==> config.mk <==
export PLATFORM = sky130hd
export DESIGN_NAME = npu_matrix_loader
export DESIGN_NICKNAME = d
export VERILOG_FILES = /design/src/rtl/npu_pkg.sv /design/src/rtl/npu_valid_delay.sv /design/src/rtl/npu_matrix_loader.sv
export SDC_FILE = /design/constraint.sdc
export NUM_CORES = 2
export LEC_CHECK = 0
export BUFFER_PORTS_ARGS = -buffer_cell sky130_fd_sc_hd__buf_2
export CAP_MARGIN = 20
export CORE_AREA = 2 2 642 644
export CTS_BUF_LIST = sky130_fd_sc_hd__clkbuf_8
export DETAILED_ROUTE_END_ITERATION = 16
export DIE_AREA = 0 0 644 646
export GPL_TIMING_DRIVEN = 0
export REMOVE_ABC_BUFFERS = 1
export SYNTH_ARGS = -nofsm -noshare
export SYNTH_HDL_FRONTEND = slang
export SYNTH_HIERARCHICAL = 1
export SYNTH_SLANG_ARGS = --single-unit
==> constraint.sdc <==
create_clock -name clk -period 90.1 [get_ports clk]
set_input_delay 18.02 -clock clk [delete_from_list [all_inputs] [get_ports clk]]
set_output_delay 18.02 -clock clk [all_outputs]
set_load 0.1 [all_outputs]
==> src/rtl/npu_pkg.sv <==
// Shared NPU types: element/matrix typedefs and the matrix loader state encoding.
package npu_pkg;

    localparam int NPU_N      = 10;
    localparam int NPU_DATA_W = 16;

    typedef logic signed [NPU_DATA_W-1:0] npu_elem_t;
    typedef npu_elem_t npu_matrix_t [NPU_N][NPU_N];

    typedef enum logic [1:0] {
        IDLE  = 2'd0,
        ISSUE = 2'd1,
        DRAIN = 2'd2,
        DONE  = 2'd3
    } loader_state_e;

endpackage

==> src/rtl/npu_valid_delay.sv <==
// Shift register that delays the RAM read strobe so it lines up with returning read data.
module npu_valid_delay #(
    parameter int DEPTH = 1
) (
    input  logic clk,
    input  logic rst,
    input  logic i_valid,
    output logic o_valid
);

    logic [DEPTH-1:0] r_sr;

    generate
        if (DEPTH == 1) begin : g_single
            always_ff @(posedge clk or posedge rst) begin
                if (rst) r_sr <= '0;
                else     r_sr <= i_valid;
            end
        end else begin : g_multi
            always_ff @(posedge clk or posedge rst) begin
                if (rst) r_sr <= '0;
                else     r_sr <= {r_sr[DEPTH-2:0], i_valid};
            end
        end
    endgenerate

    assign o_valid = r_sr[DEPTH-1];

endmodule

==> src/rtl/npu_matrix_loader.sv <==
// Loads an N x N operand matrix from synchronous RAM (row-major, from a base address)
// into a register array for the systolic array stage.
//
// state | meaning
// IDLE  | waiting for start; matrix_valid holds the last completed load
// ISSUE | one read strobe per cycle, base + k for k = 0..N*N-1
// DRAIN | strobes stopped, waiting for the last read data to be captured
// DONE  | one-cycle done pulse, matrix_valid rises
module npu_matrix_loader
    import npu_pkg::*;
#(
    parameter int N       = NPU_N,
    parameter int DATA_W  = NPU_DATA_W,
    parameter int ADDR_W  = 16,
    parameter int RAM_LAT = 1
) (
    input  logic                     clk,
    input  logic                     rst,
    input  logic                     start,
    input  logic [ADDR_W-1:0]        base_addr,
    output logic                     ram_rd_en,
    output logic [ADDR_W-1:0]        ram_addr,
    input  logic [DATA_W-1:0]        ram_rdata,
    output logic                     busy,
    output logic                     done,
    output logic                     matrix_valid,
    output logic signed [DATA_W-1:0] matrix [N][N]
);

    localparam int TOTAL = N * N;
    localparam int CNT_W = (TOTAL > 1) ? $clog2(TOTAL) : 1;
    localparam int RC_W  = (N > 1) ? $clog2(N) : 1;
    localparam logic [CNT_W-1:0] LAST_K  = CNT_W'(TOTAL - 1);
    localparam logic [RC_W-1:0]  LAST_RC = RC_W'(N - 1);

    loader_state_e r_state, w_next;

    logic [ADDR_W-1:0]        r_base;
    logic [CNT_W-1:0]         r_issue_cnt;
    logic [RC_W-1:0]          r_row;
    logic [RC_W-1:0]          r_col;
    logic                     r_last_cap;
    logic                     r_matrix_valid;
    logic signed [DATA_W-1:0] r_matrix [N][N];
    logic                     w_accept;
    logic                     w_cap;

    assign w_accept = (r_state == IDLE) && start;

    always_ff @(posedge clk or posedge rst) begin
        if (rst) r_state <= IDLE;
        else     r_state <= w_next;
    end

    always_comb begin
        w_next    = r_state;
        ram_rd_en = 1'b0;
        ram_addr  = '0;
        busy      = 1'b0;
        done      = 1'b0;
        case (r_state)
            IDLE: begin
                if (start) w_next = ISSUE;
            end
            ISSUE: begin
                ram_rd_en = 1'b1;
                ram_addr  = r_base + ADDR_W'(r_issue_cnt);
                busy      = 1'b1;
                if (r_issue_cnt == LAST_K) w_next = DRAIN;
            end
            DRAIN: begin
                busy = 1'b1;
                if (r_last_cap) w_next = DONE;
            end
            DONE: begin
                done   = 1'b1;
                w_next = IDLE;
            end
            default: w_next = IDLE;
        endcase
    end

    // w_cap marks the cycle in which ram_rdata belongs to the oldest outstanding read
    npu_valid_delay #(
        .DEPTH (RAM_LAT)
    ) u_valid_delay (
        .clk     (clk),
        .rst     (rst),
        .i_valid (ram_rd_en),
        .o_valid (w_cap)
    );

    always_ff @(posedge clk or posedge rst) begin
        if (rst) begin
            r_base         <= '0;
            r_issue_cnt    <= '0;
            r_row          <= '0;
            r_col          <= '0;
            r_last_cap     <= 1'b0;
            r_matrix_valid <= 1'b0;
        end else if (w_accept) begin
            r_base         <= base_addr;
            r_issue_cnt    <= '0;
            r_row          <= '0;
            r_col          <= '0;
            r_last_cap     <= 1'b0;
            r_matrix_valid <= 1'b0;
        end else begin
            if (r_state == ISSUE) r_issue_cnt <= r_issue_cnt + CNT_W'(1);
            if (w_cap) begin
                if (r_col == LAST_RC) begin
                    r_col <= '0;
                    r_row <= r_row + RC_W'(1);
                end else begin
                    r_col <= r_col + RC_W'(1);
                end
                if ((r_row == LAST_RC) && (r_col == LAST_RC)) r_last_cap <= 1'b1;
            end
            if ((r_state == DRAIN) && r_last_cap) r_matrix_valid <= 1'b1;
        end
    end

    always_ff @(posedge clk or posedge rst) begin
        if (rst) begin
            for (int r = 0; r < N; r++) begin
                for (int c = 0; c < N; c++) begin
                    r_matrix[r][c] <= '0;
                end
            end
        end else if (w_cap) begin
            r_matrix[r_row][r_col] <= ram_rdata;
        end
    end

    assign matrix       = r_matrix;
    assign matrix_valid = r_matrix_valid;

endmodule

Word-level counts from Yosys, hierarchy flattened
Index checks and enable logic that the tools add are counted.
{ "classes": {"muxes": 26, "eq_ne": 9, "bitwise": 2, "addsub": 4, "n_reduce_logical": 15, "n_lt_le_gt_ge": 4} }
{ "ops": {"columns": ["op", "n"], "rows": [
  ["1600-bit bitwise mux", 1],
  ["160-bit demux with 4-bit select", 1],
  ["160-bit two-way mux", 1],
  ["16-bit demux with 4-bit select", 1],
  ["16-bit two-way mux", 2],
  ["4-bit two-way mux", 6],
  ["16-bit by 7-bit adder with 16-bit output", 1],
  ["7-bit two-way mux", 2],
  ["5-bit >= comparator, second input constant", 2],
  ["5-bit by 1-bit < comparator with 1-bit output, second input constant", 2],
  ["4-bit inverter with 5-bit output", 2],
  ["2-bit nonzero test", 5],
  ["4-bit by 1-bit adder with 4-bit output, second input constant", 2],
  ["4-bit == test, second input constant", 2],
  ["1-bit two-way mux", 8],
  ["2-bit case mux with 4 select lines", 1],
  ["7-bit by 1-bit adder with 7-bit output, second input constant", 1],
  ["7-bit == test, second input constant", 1],
  ["2-bit two-way mux", 3],
  ["2-bit inequality test, second input constant", 3],
  ["1-bit logical AND", 5],
  ["2-bit == test, second input constant", 2],
  ["2-bit AND reduction", 2],
  ["3-bit AND reduction", 1],
  ["3 further kinds", 3]
]} }
{ "word_totals": {"word_cells": 168, "ff_bits": 1636, "inputBits": 35, "output_inout_bits": 1620} }

Depth between registers and ports, before layout
{ "logic_depth": {"depth_word": 8, "mapped_depth": 8, "mapped_depth_nobuf": 8} }

Cells and area by module
The synthesis kept the hierarchy.
{ "by_module_without_submodules": {"columns": ["module", "seq_area_each_um2", "cells_each", "area_per_inst_um2", "instances"], "rows": [
  ["npu_matrix_loader", 40914.2, 3852, 62321.0, 1],
  ["npu_valid_delay", 25.0, 2, 28.8, 1]
]} }

Least setup slack after synthesis
Ideal clock, no wire load.
{ "synth_path": {"path_kind": "register -> output", "start": "register r_state[1]", "end": "output ram_addr[7]", "n_path_buf": 1, "required_ps": 72080, "arrival_time_ps": 3870, "path_slack_ps": 68210, "path_stages_with_launch": 6, "path_cell_list": "dfrtp_1 -> inv_1 -> ha_1 -> inv_1 -> clkbuf_1 -> nor3_1"} }
{ "synth_between": {"elab_chain_cells": 2} }
{ "synth_lines": {"columns": ["element", "line", "rtl"], "rows": [
  ["start, declared", "npu_matrix_loader.sv:36", "loader_state_e r_state, w_next;"],
  ["start signal, assigned", "npu_matrix_loader.sv:52", "else r_state <= w_next;"],
  ["2-bit by 1-bit == test with 1-bit output", "npu_matrix_loader.sv:61", "case (r_state)"],
  ["16-bit two-way mux", "npu_matrix_loader.sv:61", null],
  ["end, declared", "npu_matrix_loader.sv:22", "output logic [ADDR_W-1:0] ram_addr,"]
]} }
No other way between the ends.

Final worst setup path
{ "layout_path": {"start": "register r_issue_cnt[0]", "end": "output ram_addr[14]"} }
{ "layout_between": {"elab_chain_cells": 2} }
{ "layout_lines": {"columns": ["element", "line", "rtl"], "rows": [
  ["start, declared", "npu_matrix_loader.sv:39", "logic [CNT_W-1:0] r_issue_cnt;"],
  ["start signal, assigned", "npu_matrix_loader.sv:109", "if (r_state == ISSUE) r_issue_cnt <= r_issue_cnt + CNT_W'(1);"],
  ["16-bit by 7-bit adder with 16-bit output", "npu_matrix_loader.sv:67", "ram_addr = r_base + ADDR_W'(r_issue_cnt);"],
  ["16-bit two-way mux", "npu_matrix_loader.sv:61", null]
]} }
No other way between the ends.

==> metrics.md <==
| Metric | Value |
|---|---|
| Outcome | `finished, final reports clean` |
| Final WL | `240,000 um` |
| Cts bufs inserted | `296` |
| Worst-margin pin slew | `1.127 ns` |
| Max-slew headroom | `0.2478` |
| Synth cell types | `44` |
| Fillers | `43,880` |
| Period utilisation layout | `0.2388` |
| Final-report max-slew violation count | `0` |
| Ys async rst share | `1.000` |
| WP buf/inv | `2` |
| Clk_skew | `0.1088 ns` |
| Drt pass-1 iters | `5` |
| Ratio of cells with drive above 1 in the final layout | `0.6592` |
| Critical path launch point type | `flip-flop` |
| GRT overflow | `0` |
| Fin nets | `5,629` |
| Sw Ratio | `0.4946` |
| Clk sink count | `1,636` |
| Period minus WS final | `21.51 ns` |
| Utilization after layout | `0.2055` |
| Power Total | `2779 uW` |
| F_max | `46.49 MHz` |
| Synth top area share | `0.6566` |
| Crit path DAT | `3.49 ns` |
| MaxCap Viol Count | `0` |
| Clock Power Share | `0.258` |
| Synth Flop Type | `dfrtp_1` |
| Flops & latches, synth | `1,636` |
| GR Util met1 | `0.1300` |
| Post-Syn Area | `0.06235 mm^2` |
| CP max stage cell | `buf_2` |
| Psw | `1375 uW` |
| Mean number of vias per cell | `3.548` |
| Post-DP HPWL | `167,600 um` |
| Detailed Route Iter0 Violations | `2,522` |
| Htree depth | `5` |
| Die width | `644 um` |
| Routability cong. | `0.7384` |
| Clock-pin slew on the worst setup and hold paths | `0.07 ns` |
| GR peak layer | `met2` |
| CP Class | `flip-flop to output port` |
| Internal | `1405 uW` |
| Worst path max stage delay | `0.46 ns` |
| Die area | `0.4160 mm^2` |
| Vias in the first global route | `41,060` |
| Avg Inst Size Synth | `16.18 um^2` |
| Syn Inst Count | `3,854` |
| Cell area after layout | `0.08397 mm^2` |
| Core area | `0.4087 mm^2` |
| Initial antenna violation count | `49` |
| Hold Crit Class | `flip-flop to flip-flop` |
| Post-synth EDFFs | `0` |
| Clk root buf | `clkbuf_8` |
| Combinational Power Share | `0.418` |
| Via count | `40,000` |
| R2r setup slk | `86.65 ns` |
| CTS tree | `built` |
| CP Max Fanout | `4` |
| Met3 Use GR | `0.03681` |
| Sequential element share of the synthesized area | `0.6566` |
| Commonest cells post-synth | `dfrtp_1, mux2_2, clkbuf_1` |
| Setup TNS | `0 ns` |
| Largest net degree at the start of global routing | `129` |
| Synth top area cells | `dfrtp_1, mux2_2, clkbuf_1, buf_2, nand2_1` |
| Peak supply drop | `36.35 uV` |
| Power Density | `33.10 mW/mm^2` |
| CTS max path bufs | `4` |
| Part of the power in registers | `0.324` |
| RSZ-0062 raised after global routing | `false` |
| Routed len/inst | `21.29 um` |
| Static Leak | `0.04129 uW` |
| Kind of cell adding the most delay to the critical path | `adder cells` |
| Std cell rows | `235` |
| Port Buffers | `1,654` |
| Clock latency on the worst-skew pair | `1.03 ns` |
| Starting Density | `0.1526` |
| Post-route ant nets | `0` |
| CP Cell Sequence | `ha_1 > inv_1 > fa_1 > nand2b_1 > a21oi_1 > o31a_1 > nand2_1 > mux2i_1 > buf_2` |
| Hold_buf cts | `0` |
| Global-route wire length before repair | `327,500 um` |
| WP data required | `72.08 ns` |
| Synth Warn # | `6` |
| Final Hold Fails | `0` |
| Placed Area | `0.07787 mm^2` |
| PostCTS Resize Cnt | `0` |
| Area leader, netlist | `dfrtp_1` |
| Met2 Use GR | `0.1815` |
| # DRC | `0` |
| IO Pins | `1,655` |
| DIE HEIGHT | `646 um` |
| Post-CTS setup buffer count | `0` |
| Most common cell in the netlist | `dfrtp_1` |
| Crit end category | `output port` |
| GRT Total Usage | `0.1098` |
| Area delta synth->final | `34.68%` |
| Setup violators final | `0` |
## final timing paths
check | start | to | cells after the start
max | r_issue_cnt[0] | ram_addr[14] | 9
min | matrix[1281] | matrix[1281] | 1
max reg2reg | r_row[0] | matrix[295] | 5
min reg2reg | matrix[1281] | matrix[1281] | 1
max in group asynchronous | rst | matrix[945] | 6
min in group asynchronous | rst | u_valid_delay/o_valid | 2
## power groups by stage
stage / Clock (uW) / Sequential [uW] / Combinational, uW
floorplan: 0 / 1670 / 170
global placement: 0 / 916 / 1160
detailed placement: 0 / 911 / 1170
CTS: 747 / 899 / 1170
global route: 779 / 913 / 1190
finish: 718 / 900 / 1160
## registers in the layout, summed over array words and instances, names as in the netlist
name,flops
matrix,1600
r_base,16
r_issue_cnt,7
r_col,4
r_row,4
r_state,2
matrix_valid,1
r_last_cap,1
u_valid_delay/o_valid,1
## cells by family after synthesis
family,synth area share
DFF,0.6566
muxes,0.2928
buffers and inverters,0.02276
and+or+nand+nor,0.01872
AOI/OAI and AO/OA,0.003271
adders and majority gates,0.003732
xor gates and xnor gates,0.002107
## cell usage in the layout (no fill, tap or decap), drive strengths merged, types with 10 or more instances in the layout
| cell | count |
|---|---|
| clkbuf | 364 |
| a21oi | 14 |
| and2 | 12 |
| ha | 17 |
| nor2 | 74 |
| dfrtp | 1636 |
| clkinv | 20 |
| mux2 | 1615 |
| xor2 | 10 |
| buf | 1728 |
| inv | 126 |
| nand2 | 89 |
| diode | 32 |
## stage by stage
| stage | worst slack [ns] | cells | hold slack, ns |
|---|---|---|---|
| floorplan | 25.94 | 3550 | 0.4875 |
| detailed placement | 69.17 | 10730 | 0.4737 |
| global route | 68.20 | 11250 | 0.5057 |
| global placement | 4.046 | 10660 | 0.4649 |
| CTS | 68.32 | 11240 | 0.4879 |
| finish | 68.59 | 11270 | 0.4893 |
## routing by layer
metal  vias up  share of wire
li1      16980              -
met1     20810           0.40
met2      1730           0.47
met3       469          0.085
met4        12          0.042
met5         -        0.00024
## cell type report
type	count	area (um^2)	share of cell area
flip-flops and latches	1636	40940	0.4875
repair buffers	1728	10040	0.1196
clock buffers	364	5010	0.05966
inverters	14	60.06	0.0007152
well taps	5451	6820	0.08122
clock inverters	147	958.4	0.01141
diodes	32	80.08	0.0009536
multi-input cells	1900	20060	0.2389
(Power assumes the default switching activity.)
